**config.mk**
```make
export PLATFORM = sky130hd
export DESIGN_NAME = stream_packetizer_flat
export DESIGN_NICKNAME = d
export VERILOG_FILES = /design/src/rtl/stream_packetizer_if.sv /design/src/rtl/stream_packetizer.sv /design/src/flat_wrapper.sv
export SDC_FILE = /design/constraint.sdc
export NUM_CORES = 1
export LEC_CHECK = 0
export CAP_MARGIN = 20
export CORE_ASPECT_RATIO = 1.4
export CORE_MARGIN = 5
export CORE_UTILIZATION = 47
export DETAILED_ROUTE_END_ITERATION = 8
export PLACE_DENSITY_LB_ADDON = 0.3
export SLEW_MARGIN = 20
export SYNTH_ARGS = -nofsm -noshare
export SYNTH_HDL_FRONTEND = slang
export SYNTH_SLANG_ARGS = --single-unit
export TNS_END_PERCENT = 10
```
**constraint.sdc**
```tcl
create_clock -name clk -period 2.25 [get_ports clk]
set_input_delay 0.225 -clock clk [delete_from_list [all_inputs] [get_ports clk]]
set_output_delay 0.225 -clock clk [all_outputs]
set_load 0.02 [all_outputs]
```
**src/rtl/stream_packetizer_if.sv**
```systemverilog
// stream_packetizer_if: payload stream in, framed packet stream out
// Ports: din/val_in/ready_upward/dest_addr on the upstream side;
//        dout/val_out/last_out/ready_downward on the link side.
// The slave modport is the packetizer; the master modport is its environment.
interface stream_packetizer_if #(parameter int PAYLOAD_BITS = 32);
  logic [PAYLOAD_BITS-1:0] din;
  logic                    val_in;
  logic                    ready_upward;
  logic [7:0]              dest_addr;
  logic [PAYLOAD_BITS-1:0] dout;
  logic                    val_out;
  logic                    last_out;
  logic                    ready_downward;
  modport master (output din, val_in, dest_addr, ready_downward,
                  input  ready_upward, dout, val_out, last_out);
  modport slave  (input  din, val_in, dest_addr, ready_downward,
                  output ready_upward, dout, val_out, last_out);
endinterface

```
**src/rtl/stream_packetizer.sv**
```systemverilog
// stream_packetizer: frames raw payload words into header + PKT_LEN word packets
// Ports: clk, reset (async, active-high), link (stream_packetizer_if.slave).
// All link outputs except ready_upward are registered.
module stream_packetizer #(
  parameter int PAYLOAD_BITS = 32,
  parameter int PKT_LEN      = 16,
  parameter int CNT_BITS     = 8
) (
  input logic                 clk,
  input logic                 reset,
  stream_packetizer_if.slave  link
);
  typedef enum logic {IDLE, PAYLOAD} state_t;
  state_t                  r_state, w_next;
  logic [CNT_BITS-1:0]     r_cnt;
  logic [15:0]             r_seq;
  logic [PAYLOAD_BITS-1:0] r_dout, w_hdr;
  logic                    r_val, r_last;
  logic                    w_slot_free, w_ready, w_in_xfer, w_last;
  assign w_slot_free = !r_val || link.ready_downward;
  assign w_in_xfer   = link.val_in && w_ready;
  assign w_last      = r_cnt == CNT_BITS'(PKT_LEN - 1);
  always_ff @(posedge clk or posedge reset)
    if (reset) r_state <= IDLE;
    else r_state <= w_next;
  always_comb
    w_next = (r_state == IDLE) ? ((link.val_in && w_slot_free) ? PAYLOAD : IDLE)
                               : ((w_in_xfer && w_last) ? IDLE : PAYLOAD);
  always_comb begin
    w_ready = (r_state == PAYLOAD) && w_slot_free;
    w_hdr = '0;
    w_hdr[PAYLOAD_BITS-1 -: 8] = link.dest_addr;
    w_hdr[23:0] = {8'(PKT_LEN), r_seq};
  end
  // IDLE never consumes din; it only loads a header once the slot can take it.
  always_ff @(posedge clk or posedge reset)
    if (reset) begin
      r_dout <= '0;
      r_val  <= 1'b0;
      r_last <= 1'b0;
      r_cnt  <= '0;
      r_seq  <= '0;
    end else if (r_state == IDLE) begin
      if (w_slot_free) begin
        r_val  <= link.val_in;
        r_last <= 1'b0;
        if (link.val_in) begin
          r_dout <= w_hdr;
          r_cnt  <= '0;
        end
      end
    end else if (w_in_xfer) begin
      r_dout <= link.din;
      r_val  <= 1'b1;
      r_last <= w_last;
      r_cnt  <= w_last ? '0 : r_cnt + 1'b1;
      if (w_last) r_seq <= r_seq + 16'd1;
    end else if (w_slot_free) begin
      r_val  <= 1'b0;
      r_last <= 1'b0;
    end
  assign link.ready_upward = w_ready;
  assign link.dout         = r_dout;
  assign link.val_out      = r_val;
  assign link.last_out     = r_last;
endmodule
```
**src/flat_wrapper.sv**
```systemverilog
// flat-port wrapper written by rule: the top's interface ports become plain ports
module stream_packetizer_flat 
#(
  parameter int PAYLOAD_BITS = 32,
  parameter int PKT_LEN      = 16,
  parameter int CNT_BITS     = 8
)
  (clk, reset, link_din, link_val_in, link_dest_addr, link_ready_downward, link_ready_upward, link_dout, link_val_out, link_last_out);
  stream_packetizer_if #(.PAYLOAD_BITS(PAYLOAD_BITS)) link_i ();
  input logic clk;
  input logic reset;
  input wire logic [$bits(link_i.din)-1:0] link_din;
  input wire logic [$bits(link_i.val_in)-1:0] link_val_in;
  input wire logic [$bits(link_i.dest_addr)-1:0] link_dest_addr;
  input wire logic [$bits(link_i.ready_downward)-1:0] link_ready_downward;
  output wire logic [$bits(link_i.ready_upward)-1:0] link_ready_upward;
  output wire logic [$bits(link_i.dout)-1:0] link_dout;
  output wire logic [$bits(link_i.val_out)-1:0] link_val_out;
  output wire logic [$bits(link_i.last_out)-1:0] link_last_out;
  assign link_i.din = link_din;
  assign link_i.val_in = link_val_in;
  assign link_i.dest_addr = link_dest_addr;
  assign link_i.ready_downward = link_ready_downward;
  assign link_ready_upward = link_i.ready_upward;
  assign link_dout = link_i.dout;
  assign link_val_out = link_i.val_out;
  assign link_last_out = link_i.last_out;
  stream_packetizer #(.PAYLOAD_BITS(PAYLOAD_BITS), .PKT_LEN(PKT_LEN), .CNT_BITS(CNT_BITS)) u_core (.clk(clk), .reset(reset), .link(link_i));
endmodule
```
* Word-level counts from Yosys, hierarchy flattened *
Cells that the tools add are included.

word-level totals
  bits in registers = 59
  latch bits = 0
  RAM bits = 0
  memory bits (read-only) = 0
  word-level logic and storage cells = 41
  memories = 0

cells by class
  add/sub/neg operators = 2
  $mul = 0
  div/mod/pow operators = 0
  $lt $le $gt $ge = 0
  equal/unequal tests = 2
  shift operators = 0
  muxes and demuxes = 19
  bitwise operators = 0
  reduce and logical (&&, ||, !) cells = 12

operators by type and width
  kind                   count
  $mux 32                4
  $mux 8                 5
  $add 16x1->16 const B  1
  $mux 1                 10
  $add 8x1->8 const B    1
  $eq 8x4->1 const B     1
  $reduce_and 3->1       2
  $reduce_bool 2->1      3
  $logic_and 1x1->1      4
  $ne 2x2->1 const B     1
  $reduce_and 2->1       1
  $logic_not 1->1        1
  $logic_or 1x1->1       1

* Logic depth before layout (Yosys ltp) *
  word-level depth = 7
  gate-level depth with buffers = 6
  mapped depth without buffers = 5

* Worst setup path after synthesis *
OpenSTA, ideal clock, no wires.

  kind = flip-flop to flip-flop
  start point = register u_core.r_cnt[5]
  end point = register u_core.r_seq[11]
  library setup time = 0.123 ns
  arrival time = 1.568 ns
  slack = 0.559 ns
  cell stages (with the launch flop) = 6
  buffers on the path = 1
  cell sequence = dfrtp_1 > or3_4 > nor4_4 > buf_6 > nand4_2 > xnor2_1

on the way
  cells in the longest elaborated chain, start to end = 2

RTL lines
  item                               RTL line                 text
  start: declaration                 stream_packetizer.sv:15  logic [CNT_BITS-1:0] r_cnt;
  start signal: assignment           stream_packetizer.sv:56  r_cnt <= w_last ? '0 : r_cnt + 1'b1;
  $eq 8x4->1                         stream_packetizer.sv:22  assign w_last = r_cnt == CNT_BITS'(PKT_LEN - 1);
  $reduce_and 3->1 (no source line)  -
  end signal: assignment             stream_packetizer.sv:57  if (w_last) r_seq <= r_seq + 16'd1;
  end: declaration                   stream_packetizer.sv:16  logic [15:0] r_seq;

Every way passes these cells.
A chain may end at the register's enable or synchronous reset.

* Final worst setup path *
  start point = register u_core.r_state
  end point = output port link_ready_upward

on the way
  cells in the longest elaborated chain, start to end = 1

RTL lines
  item                      RTL line                 text
  start: declaration        stream_packetizer.sv:14  state_t r_state, w_next;
  start signal: assignment  stream_packetizer.sv:25  else r_state <= w_next;
  $logic_and 1x1->1         stream_packetizer.sv:30  w_ready = (r_state == PAYLOAD) && w_slot_free;
  end: declaration          flat_wrapper.sv:16       output wire logic [$bits(link_i.ready_upward)-1:0] link_ready_upward;

Every way passes these cells.

==> run summary <==
Outcome: completed
Clock sinks: 59
All-layer global routing usage: 18.7%
Initial antenna violation count: 0
Fmax: 509 MHz
First-pass GRT wire length: 10700 um
EDFF count, synth: 0
Power density cells: 735 nW/um^2
Synth Register Bits: 59
Area contributors post-synth: dfrtp_1 (55%), mux2i_1 (9.2%), o21ai_0 (5.0%)
Final Util: 67.3%
Final ANT Viol Nets: 0
DR pass1 iterations: 4
Routed via count: 2080
CP startpoint kind: register
Htree depth: 3
Via-to-Cell Ratio: 5.23
Cts hold-fix bufs: 0
Synth cell count leaders: dfrtp_1 (59), nand2_1 (33), o21ai_0 (27), mux2i_1 (25), xnor2_1 (14)
Wire per inst: 15.8 um
Xor and xnor fraction of the mapped netlist area: 5.50%
CTS root buffer: clkbuf_8
Final hold viol count: 0
Layout cell share with drive strength beyond 1: 9.70%
Initial cell density of the core: 48.7%
Final #Nets: 371
I/O Buffers: 78
Minimum clock period: 1960 ps
Top-count cell post-synth: dfrtp_1
Non-Filler Instances: 398
Worst-case clock buffer depth: 2
LEAKAGE: 1.79 nW
Unrepaired setup endpoints after global routing: no
DRC viols: 0
Gpl congestion: 0.751
Die X: 74.2 um
CP max FO: 14
Main combinational cell family by area after synthesis: simple AND/OR/NAND/NOR gates
Critical Path AT: 1740 ps
GRT overflow: 0
Yosys top cell by area: dfrtp_1
N_diodes: 0
Synth-to-layout area growth: 38.2%
WS Path Type: reg2out
Netlist cell types: 35
Post-DP HPWL: 4510 um
Synth top area share: 54.5%
Fill count: 446
Die Height: 99.8 um
Fin area: 3740 sq um
Critical path capture point type: output pin
Fin crit share: 87.2%
Area of the multi-input gates: 1160 sq um
Initial DRC count: 106
Required @ worst endpoint: 2030 ps
VDD IR max: 0.516 mV
CTS buffer count: 9
Cells resized by post-CTS repair: 0
Register area: 1480 sq um
Clk pin slew, worst setup/hold paths: 60 ps
Skew final: 4.53 ps
Mapped cell area: 2710 sq um
Worst skew pair latency: 330 ps
Ports: 79
Core area: 5570 sq um
Placed inst area: 3590 sq um
Main synth FF type: dfrtp_1
Worst relative slew slack: 70.9%
Vias in the first global route: 2204
Avg Cell Area, Syn: 11.1 sq um
Rows: 32
Mapped Nets: 289
# setup viols final: 0
Worst slew pin tran: 436 ps
Mux contribution to synthesized area: 9.65%
Max_cap viols: 0
Setup Fix Bufs, Post-CTS: 0
Pins over their slew limit: 0
Largest net degree at the start of global routing: 60
HP Class: in2async
Routed WL: 6280 um
Simple-gate share of the synthesized area: 16.5%
Total die area: 7400 sq um
Yosys warns: 0
Seq/Total Area, Yosys: 54.5%
Placed insts: 382
Post-synthesis cell count: 243
Adder-Cell Fraction of Synth Area: 0.924%
TNS Setup: 0 ps
Post-synthesis async set-or-reset flop share: 100%
CTS tree: done
Post-synthesis compound-gate area fraction: 10.3%
## area by class of cell
| cell class | instances | share of cell area (%) |
|---|---|---|
| clock buffer | 13 | 3.71 |
| clock inverter | 3 | 0.401 |
| inverter | 2 | 0.201 |
| multi-input combinational | 168 | 31.0 |
| sequential | 59 | 39.4 |
| tap | 68 | 2.27 |
| timing repair buffer | 85 | 22.9 |
## final timing paths
path	start	endpoint	slack, ps	depth (start not counted)
worst max-delay path	u_core.r_state	link_ready_upward	290	3
min in group clk	u_core.r_seq[15]	u_core.r_seq[15]	480	1
worst min-delay path	reset	u_core.link.dout[25]	280	3
worst min register to register	u_core.r_seq[15]	u_core.r_seq[15]	480	1
max in group asynchronous	reset	u_core.r_cnt[0]	1700	3
worst max register to register	u_core.r_cnt[0]	u_core.r_seq[1]	460	5
## stage by stage
stage          total power [W]  worst slack (ps)  hold slack (ps)
2_1_floorplan          0.00165               559              333
3_3_place_gp           0.00198               319              463
3_5_place_dp           0.00200               268              470
4_1_cts                0.00279               262              297
5_1_grt                0.00291               209              332
6_report               0.00275               287              279
## report_power, final
| part | switching (W) | leakage (nW) | internal (W) |
|---|---|---|---|
| Sequential | 0.0000977 | 0.752 | 0.00119 |
| Combinational | 0.000338 | 0.961 | 0.000354 |
| Clock | 0.000380 | 0.0812 | 0.000395 |
## state kept, by name, indices dropped and copies added (netlist names)
signal                cells
u_core.link.dout         32
u_core.r_seq             16
u_core.r_cnt              8
u_core.link.last_out      1
u_core.link.val_out       1
u_core.r_state            1
## logic make-up after synthesis
family | Yosys count
buf+inv | 16
simple gates | 79
compound gates | 44
xor+xnor | 17
fa+ha+maj | 2
mux | 26
flops | 59
## worst max-delay path: stages, from the launching register on
cell and delay (ps):
dfrtp_1 370, buf_4 270, and2_1 170, clkdlybuf4s50_1 610
## placed cells by master, fill, tap and decap left out, types with 2 or more instances in the layout
cell type / n
a22o_1: 12
and3_1: 2
buf_4: 5
xnor2_1: 14
clkbuf_8: 9
nor2_1: 5
a31oi_1: 3
nand3_1: 9
xor2_1: 3
buf_12: 2
dfrtp_1: 59
nand2b_1: 2
ha_1: 2
and3_2: 2
mux2i_1: 25
nand2_1: 32
nand4_1: 5
clkbuf_1: 4
and2_1: 5
o21ai_0: 27
and4_1: 5
nand4_2: 2
clkdlybuf4s50_1: 78
clkinv_2: 3
nand4b_1: 2
## per-layer routing
layer  share of wire (%)  routed length [um]  global-route usage [%]
met5                   0                   0                       0
met4                 1.9                 118                    6.97
met3                 5.6                 349                    4.51
met2                  52                3290                    31.2
met1                  40                2530                    23.3
Power figures use the tool's default switching activity.
